**src/rtl/alien_fleet_scheduler.sv**
```systemverilog
// Alien formation march sequencer: step-rate divider, fleet origin and edge handling.
// The fleet sweeps right, drops, sweeps left, drops, until it lands or is wiped out.
// The march period shortens as aliens are destroyed, down to a floor.
module alien_fleet_scheduler #(
    parameter int unsigned XW          = 10,
    parameter int unsigned YW          = 10,
    parameter int unsigned CW          = 6,
    parameter int unsigned PW          = 24,
    parameter int unsigned X_START     = 0,
    parameter int unsigned Y_START     = 32,
    parameter int unsigned X_MIN       = 0,
    parameter int unsigned X_MAX       = 540,
    parameter int unsigned STEP_X      = 4,
    parameter int unsigned STEP_Y      = 16,
    parameter int unsigned Y_LAND      = 400,
    parameter int unsigned MAX_ALIENS  = 40,
    parameter int unsigned BASE_PERIOD = 1000000,
    parameter int unsigned SPEED_STEP  = 20000,
    parameter int unsigned MIN_PERIOD  = 50000
) (
    input  logic          clk,
    input  logic          reset,
    input  logic          start,
    input  logic          pause,
    input  logic [CW-1:0] alive_count,
    output logic [XW-1:0] fleet_x,
    output logic [YW-1:0] fleet_y,
    output logic [2:0]    motion,
    output logic          step,
    output logic          landed,
    output logic          cleared
);

    // Period arithmetic is carried one bit wider than PW+CW so the difference is signed-safe
    localparam int unsigned MW = PW + CW + 1;

    localparam logic [2:0] MOT_NONE  = 3'd0;
    localparam logic [2:0] MOT_LEFT  = 3'd1;
    localparam logic [2:0] MOT_RIGHT = 3'd2;
    localparam logic [2:0] MOT_DOWN  = 3'd3;

    typedef enum logic [2:0] {
        S_IDLE    = 3'd0,
        S_RIGHT   = 3'd1,
        S_LEFT    = 3'd2,
        S_LANDED  = 3'd3,
        S_CLEARED = 3'd4
    } state_e;

    state_e        state_q,   state_d;
    logic [XW-1:0] x_q,       x_d;
    logic [YW-1:0] y_q,       y_d;
    logic [2:0]    motion_q,  motion_d;
    logic          step_q,    step_d;
    logic          landed_q,  landed_d;
    logic          cleared_q, cleared_d;
    logic [PW-1:0] counter_q, counter_d;
    logic [PW-1:0] period_q,  period_d;

    logic [CW-1:0]        alive_sat_c;
    logic [MW-1:0]        dead_c;
    logic [MW-1:0]        reduce_c;
    logic signed [MW-1:0] raw_c;
    logic [PW-1:0]        period_c;
    logic [XW:0]          x_sum_c;
    logic                 x_near_min_c;
    logic [YW:0]          y_sum_c;
    logic                 do_drop;

    // Step period for the current alive count, clamped to the floor
    always_comb begin
        alive_sat_c = (alive_count > CW'(MAX_ALIENS)) ? CW'(MAX_ALIENS) : alive_count;
        dead_c      = MW'(MAX_ALIENS) - MW'(alive_sat_c);
        reduce_c    = dead_c * MW'(SPEED_STEP);
        raw_c       = $signed(MW'(BASE_PERIOD) - reduce_c);
        period_c    = (raw_c < $signed(MW'(MIN_PERIOD))) ? PW'(MIN_PERIOD) : PW'(raw_c);
    end

    // Candidate positions, computed one bit wide so edge clamps never wrap
    always_comb begin
        x_sum_c      = {1'b0, x_q} + (XW + 1)'(STEP_X);
        x_near_min_c = ({1'b0, x_q} <= (XW + 1)'(X_MIN + STEP_X));
        y_sum_c      = {1'b0, y_q} + (YW + 1)'(STEP_Y);
    end

    // Next-state and next-output logic for the march sequencer
    always_comb begin
        state_d   = state_q;
        x_d       = x_q;
        y_d       = y_q;
        motion_d  = motion_q;
        step_d    = 1'b0;
        landed_d  = landed_q;
        cleared_d = cleared_q;
        counter_d = counter_q;
        period_d  = period_q;
        do_drop   = 1'b0;

        case (state_q)
            S_RIGHT, S_LEFT: begin
                if (alive_count == '0) begin
                    // Wipe-out wins over any step due this cycle
                    state_d   = S_CLEARED;
                    cleared_d = 1'b1;
                end else if (!pause) begin
                    if (counter_q == period_q - PW'(1)) begin
                        counter_d = '0;
                        step_d    = 1'b1;
                        period_d  = period_c;
                        if (state_q == S_RIGHT) begin
                            if (x_q == XW'(X_MAX)) begin
                                do_drop = 1'b1;
                            end else begin
                                x_d      = (x_sum_c >= (XW + 1)'(X_MAX)) ? XW'(X_MAX)
                                                                          : x_sum_c[XW-1:0];
                                motion_d = MOT_RIGHT;
                            end
                        end else begin
                            if (x_q == XW'(X_MIN)) begin
                                do_drop = 1'b1;
                            end else begin
                                x_d      = x_near_min_c ? XW'(X_MIN) : x_q - XW'(STEP_X);
                                motion_d = MOT_LEFT;
                            end
                        end
                        if (do_drop) begin
                            y_d      = y_sum_c[YW-1:0];
                            motion_d = MOT_DOWN;
                            if (y_sum_c >= (YW + 1)'(Y_LAND)) begin
                                state_d  = S_LANDED;
                                landed_d = 1'b1;
                            end else begin
                                state_d = (state_q == S_RIGHT) ? S_LEFT : S_RIGHT;
                            end
                        end
                    end else begin
                        counter_d = counter_q + PW'(1);
                    end
                end
            end
            default: begin
                // IDLE, LANDED, CLEARED: fleet parked until a new wave starts
                motion_d = MOT_NONE;
                if (start) begin
                    state_d   = S_RIGHT;
                    x_d       = XW'(X_START);
                    y_d       = YW'(Y_START);
                    landed_d  = 1'b0;
                    cleared_d = 1'b0;
                    counter_d = '0;
                    period_d  = period_c;
                end
            end
        endcase
    end

    // State and output registers
    always_ff @(posedge clk or negedge reset) begin
        if (!reset) begin
            state_q   <= S_IDLE;
            x_q       <= XW'(X_START);
            y_q       <= YW'(Y_START);
            motion_q  <= MOT_NONE;
            step_q    <= 1'b0;
            landed_q  <= 1'b0;
            cleared_q <= 1'b0;
            counter_q <= '0;
            period_q  <= PW'(BASE_PERIOD);
        end else begin
            state_q   <= state_d;
            x_q       <= x_d;
            y_q       <= y_d;
            motion_q  <= motion_d;
            step_q    <= step_d;
            landed_q  <= landed_d;
            cleared_q <= cleared_d;
            counter_q <= counter_d;
            period_q  <= period_d;
        end
    end

    assign fleet_x = x_q;
    assign fleet_y = y_q;
    assign motion  = motion_q;
    assign step    = step_q;
    assign landed  = landed_q;
    assign cleared = cleared_q;

endmodule

```
**config.mk**
```make
export PLATFORM = sky130hd
export DESIGN_NAME = alien_fleet_scheduler
export DESIGN_NICKNAME = d
export VERILOG_FILES = /design/src/rtl/alien_fleet_scheduler.sv
export SDC_FILE = /design/constraint.sdc
export NUM_CORES = 1
export LEC_CHECK = 0
export CAP_MARGIN = 20
export CORE_MARGIN = 1.5
export CORE_UTILIZATION = 55
export CTS_CLUSTER_DIAMETER = 100
export CTS_CLUSTER_SIZE = 25
export DETAILED_ROUTE_END_ITERATION = 8
export GPL_TIMING_DRIVEN = 0
export HOLD_SLACK_MARGIN = 0.15
export PLACE_DENSITY_LB_ADDON = 0.1
export SLEW_MARGIN = 20
export SYNTH_ARGS = -nofsm -noshare
export SYNTH_HDL_FRONTEND = slang
export SYNTH_SLANG_ARGS = --single-unit
```
**constraint.sdc**
```tcl
create_clock -name clk -period 5.6 [get_ports clk]
set_input_delay 1.12 -clock clk [delete_from_list [all_inputs] [get_ports clk]]
set_output_delay 1.12 -clock clk [all_outputs]
set_load 0.05 [all_outputs]
```
==> flow_metrics.env <==
export IMPL_status="finished, violations left"
export IMPL_violations="setup timing"
export IMPL_seq_area_frac_synth=0.246
export IMPL_ios=36
export IMPL_cts_sinks=66
export IMPL_worstMarginPinSlew_ns=0.934
export IMPL_synth_edf_count=0
export IMPL_synth_distinct_cells=79
export IMPL_use_met1=0.372
export IMPL_fin_area_um2=8750
export IMPL_cp_slowest_stage_delay_ns=0.54
export IMPL_dieHeight_um=114
export IMPL_netlist_area_um2=6750
export IMPL_cts_inserted_buffers=9
export IMPL_worstHoldPathType="reg -> reg"
export IMPL_diodes=0
export IMPL_crit_family="adder cells"
export IMPL_p_leak_nw=3.69
export IMPL_synth_top_family_by_area="compound AO/OA/AOI/OAI gates"
export IMPL_synth_avg_cell_area_um2=8.10
export IMPL_synth_xor_area_frac=0.0960
export IMPL_maxCapViolations=0
export IMPL_yosys_area_share_simple=0.219
export IMPL_synth_flop_cell="dfrtp_1"
export IMPL_cp_start_kind="input pin"
export IMPL_synthCells=833
export IMPL_cpMaxStageDelayCell="fa_1"
export IMPL_slew_headroom=0.372
export IMPL_met3_usage=0.0409
export IMPL_hpwl_um=13200
export IMPL_finalHoldViolCount=0
export IMPL_grtUsageTotal=0.297
export IMPL_fin_ws_ns=-1.17
export IMPL_drtIter0Drc=573
export IMPL_end_kind="flip-flop"
export IMPL_wire_per_inst_um=17.8
export IMPL_clk_latency_ns=0.35
export IMPL_tritoncts="done"
export IMPL_drv_slew=0
export IMPL_finalWirelength_um=19200
export IMPL_synthArstFlopShare=1.00
export IMPL_syn_to_final_growth_pct=29.7
export IMPL_grt_use_met2=0.512
export IMPL_grt_max_degree=41
export IMPL_grt_setup_unrepaired="yes"
export IMPL_synth_top_area_frac=0.215
export IMPL_power_density_nw_per_um2=676
export IMPL_cts_htree_levels=3
export IMPL_cp_max_fo=5
export IMPL_die_x_um=114
export IMPL_finalSetupTns_ns=-21.82
export IMPL_dieArea_um2=12900
export IMPL_period_needed_ns=6.77
export IMPL_ctsHoldBuffers=0
export IMPL_critPathBufInv=8
export IMPL_synth_warnings=0
export IMPL_routed_via_density=6.19
export IMPL_grt_pass1_wl_um=31000
export IMPL_ys_ff_latch=66
export IMPL_clk_path_buf_depth=2
export IMPL_setup_worst_path_class="in -> reg"
export IMPL_synth_area_leaders="dfrtp_1 22%, ha_1 9.3%, xnor2_1 5.3%"
export IMPL_via_count=6678
export IMPL_synth_adder_area_share=0.143
export IMPL_drive_gt1_frac=0.229
export IMPL_cts_root_buf="clkbuf_16"
export IMPL_clk_pin_slew_ns=0.06
export IMPL_ir_worst_vdd_v=0.000484
export IMPL_antenna_found_initial=0
export IMPL_ant_nets=0
export IMPL_grt_most_used_layer="met2"
export IMPL_place_area_um2=7570
export IMPL_cp_common_cell="inv_2"
export IMPL_holdPathStages=2
export IMPL_yosys_area_top_type="dfrtp_1"
export IMPL_final_net_count=1003
export IMPL_gp_congestion=0.931
export IMPL_grt_ovfl_total=0
export IMPL_worstPathArrival_ns=6.99
export IMPL_dr_pass1_iters=5
export IMPL_cp_data_required_time_ns=5.83
export IMPL_setup_viol_count_final=20
export IMPL_core_um2=12000
export IMPL_finalCritPeriodShare=1.21
export IMPL_drc=0
export IMPL_port_buffers=27
export IMPL_worst_clock_skew_ns=0.00934
export IMPL_cp_depth=27
export IMPL_rows=40
export IMPL_r2r_cells=11
export IMPL_initial_utilization=0.562
export IMPL_grt_pass1_vias=6525
export IMPL_max_freq_mhz=148
export IMPL_synth_compound_area_frac=0.224
export IMPL_synth_mux_area_frac=0.00612
Yosys cell counts (15+ instances only):
cell	n
nand2_1	64
a21oi_1	44
nand3_1	31
nor3_1	15
o21ai_0	46
ha_1	50
xor2_1	33
clkbuf_1	25
dfrtp_1	58
inv_1	70
or3_1	15
fa_1	16
xnor2_1	41
nor2_1	74
and3_1	15
kinds of logic after synthesis:
logic type / count (synthesis)
and+or+nand+nor: 293
AOI/OAI and AO/OA: 218
buffers and inverters: 109
xor gates and xnor gates: 74
adders and majority gates: 68
DFF: 66
muxes: 4
other: 1
layer usage:
layer  wire (um)  part of all wire  vias up
li1            -                 -     3172
met1        8160              0.43     3238
met2        9550              0.50      221
met5           0                 0        -
met3         892             0.047       47
met4         573             0.030        0
per-stage QoR:
stage          setup slack, ns  power [mW]   util  hold WS (ns)  cells
4_1_cts                  -1.13        5.38  0.705         0.491   1067
2_1_floorplan            -1.23        3.24      -         0.466    840
3_5_place_dp             -2.46        3.88  0.630         0.476   1015
5_1_grt                  -1.34        6.29  0.729         0.504   1079
6_report                 -1.17        5.92  0.729         0.486   1079
3_3_place_gp             -2.31        3.78  0.628         0.471   1014
where the power goes:
| part | internal (mW) | total, mW | switching [mW] |
|---|---|---|---|
| clock | 0.355 | 0.574 | 0.219 |
| combinational | 1.95 | 4.61 | 2.65 |
| sequential | 0.598 | 0.738 | 0.140 |
| total | 2.91 | 5.92 | 3.01 |
path summary, 6_finish.rpt:
path,start,end,slack (ns)
min in group asynchronous,reset,counter_q[18],0.70
max in group asynchronous,reset,period_q[6],4.30
setup reg to reg,period_q[7],period_q[13],1.13
hold reg to reg,cleared,cleared,0.49
setup / recovery,alive_count[3],period_q[5],-1.17
hold / removal,cleared,cleared,0.49
worst min-delay path: stages (launching register included):
cell and delay [ns]:
dfrtp_1 0.34, nand2_1 0.05, nand2_1 0.06
cells in the final DEF (no fill, tap or decap), types with 8 or more instances in the layout:
cell type and count:
and3_1 14, clkbuf_16 10, dfrtp_1 58, inv_2 8, nor2_1 67, dfstp_2 8, nor3_1 13, or3_1 12
xor2_1 29, xnor2_1 36, o22ai_1 8, ha_1 40, inv_1 61, nand2_1 56, o31ai_1 9, nand2b_1 12
nor4_1 8, clkdlybuf4s50_1 21, conb_1 8, nand3_1 28, or4_1 10, nand4_1 10, buf_4 51, o21ai_0 38
a31oi_1 9, a21oi_1 34, fa_1 16, ha_4 9, clkbuf_1 21, nor2b_1 8
layout make-up:
type                    count  area [um^2]
flip-flops and latches     66         1660
clock inverters             5         55.1
repair buffers             77          688
clock buffers              11          243
multi-input cells         666         5410
inverters                  71          300
well taps                 147          184
fillers                   909         3260
plain buffers              36          206
registers in the layout, summed over array words and instances (netlist names):
signal	count
state_q	3
cleared	1
landed	1
motion	2
step	1
fleet_x	8
counter_q	24
fleet_y	6
period_q	20
repair_timing:
item | 4_1_cts | 5_1_grt
pin swaps | 43 | 38
gates cloned | 2 | 0
setup endpoints to repair | 20 | 20
gates resized for setup | 85 | 48
buffers inserted | 35 | 13
Power figures use the tool's default switching activity.
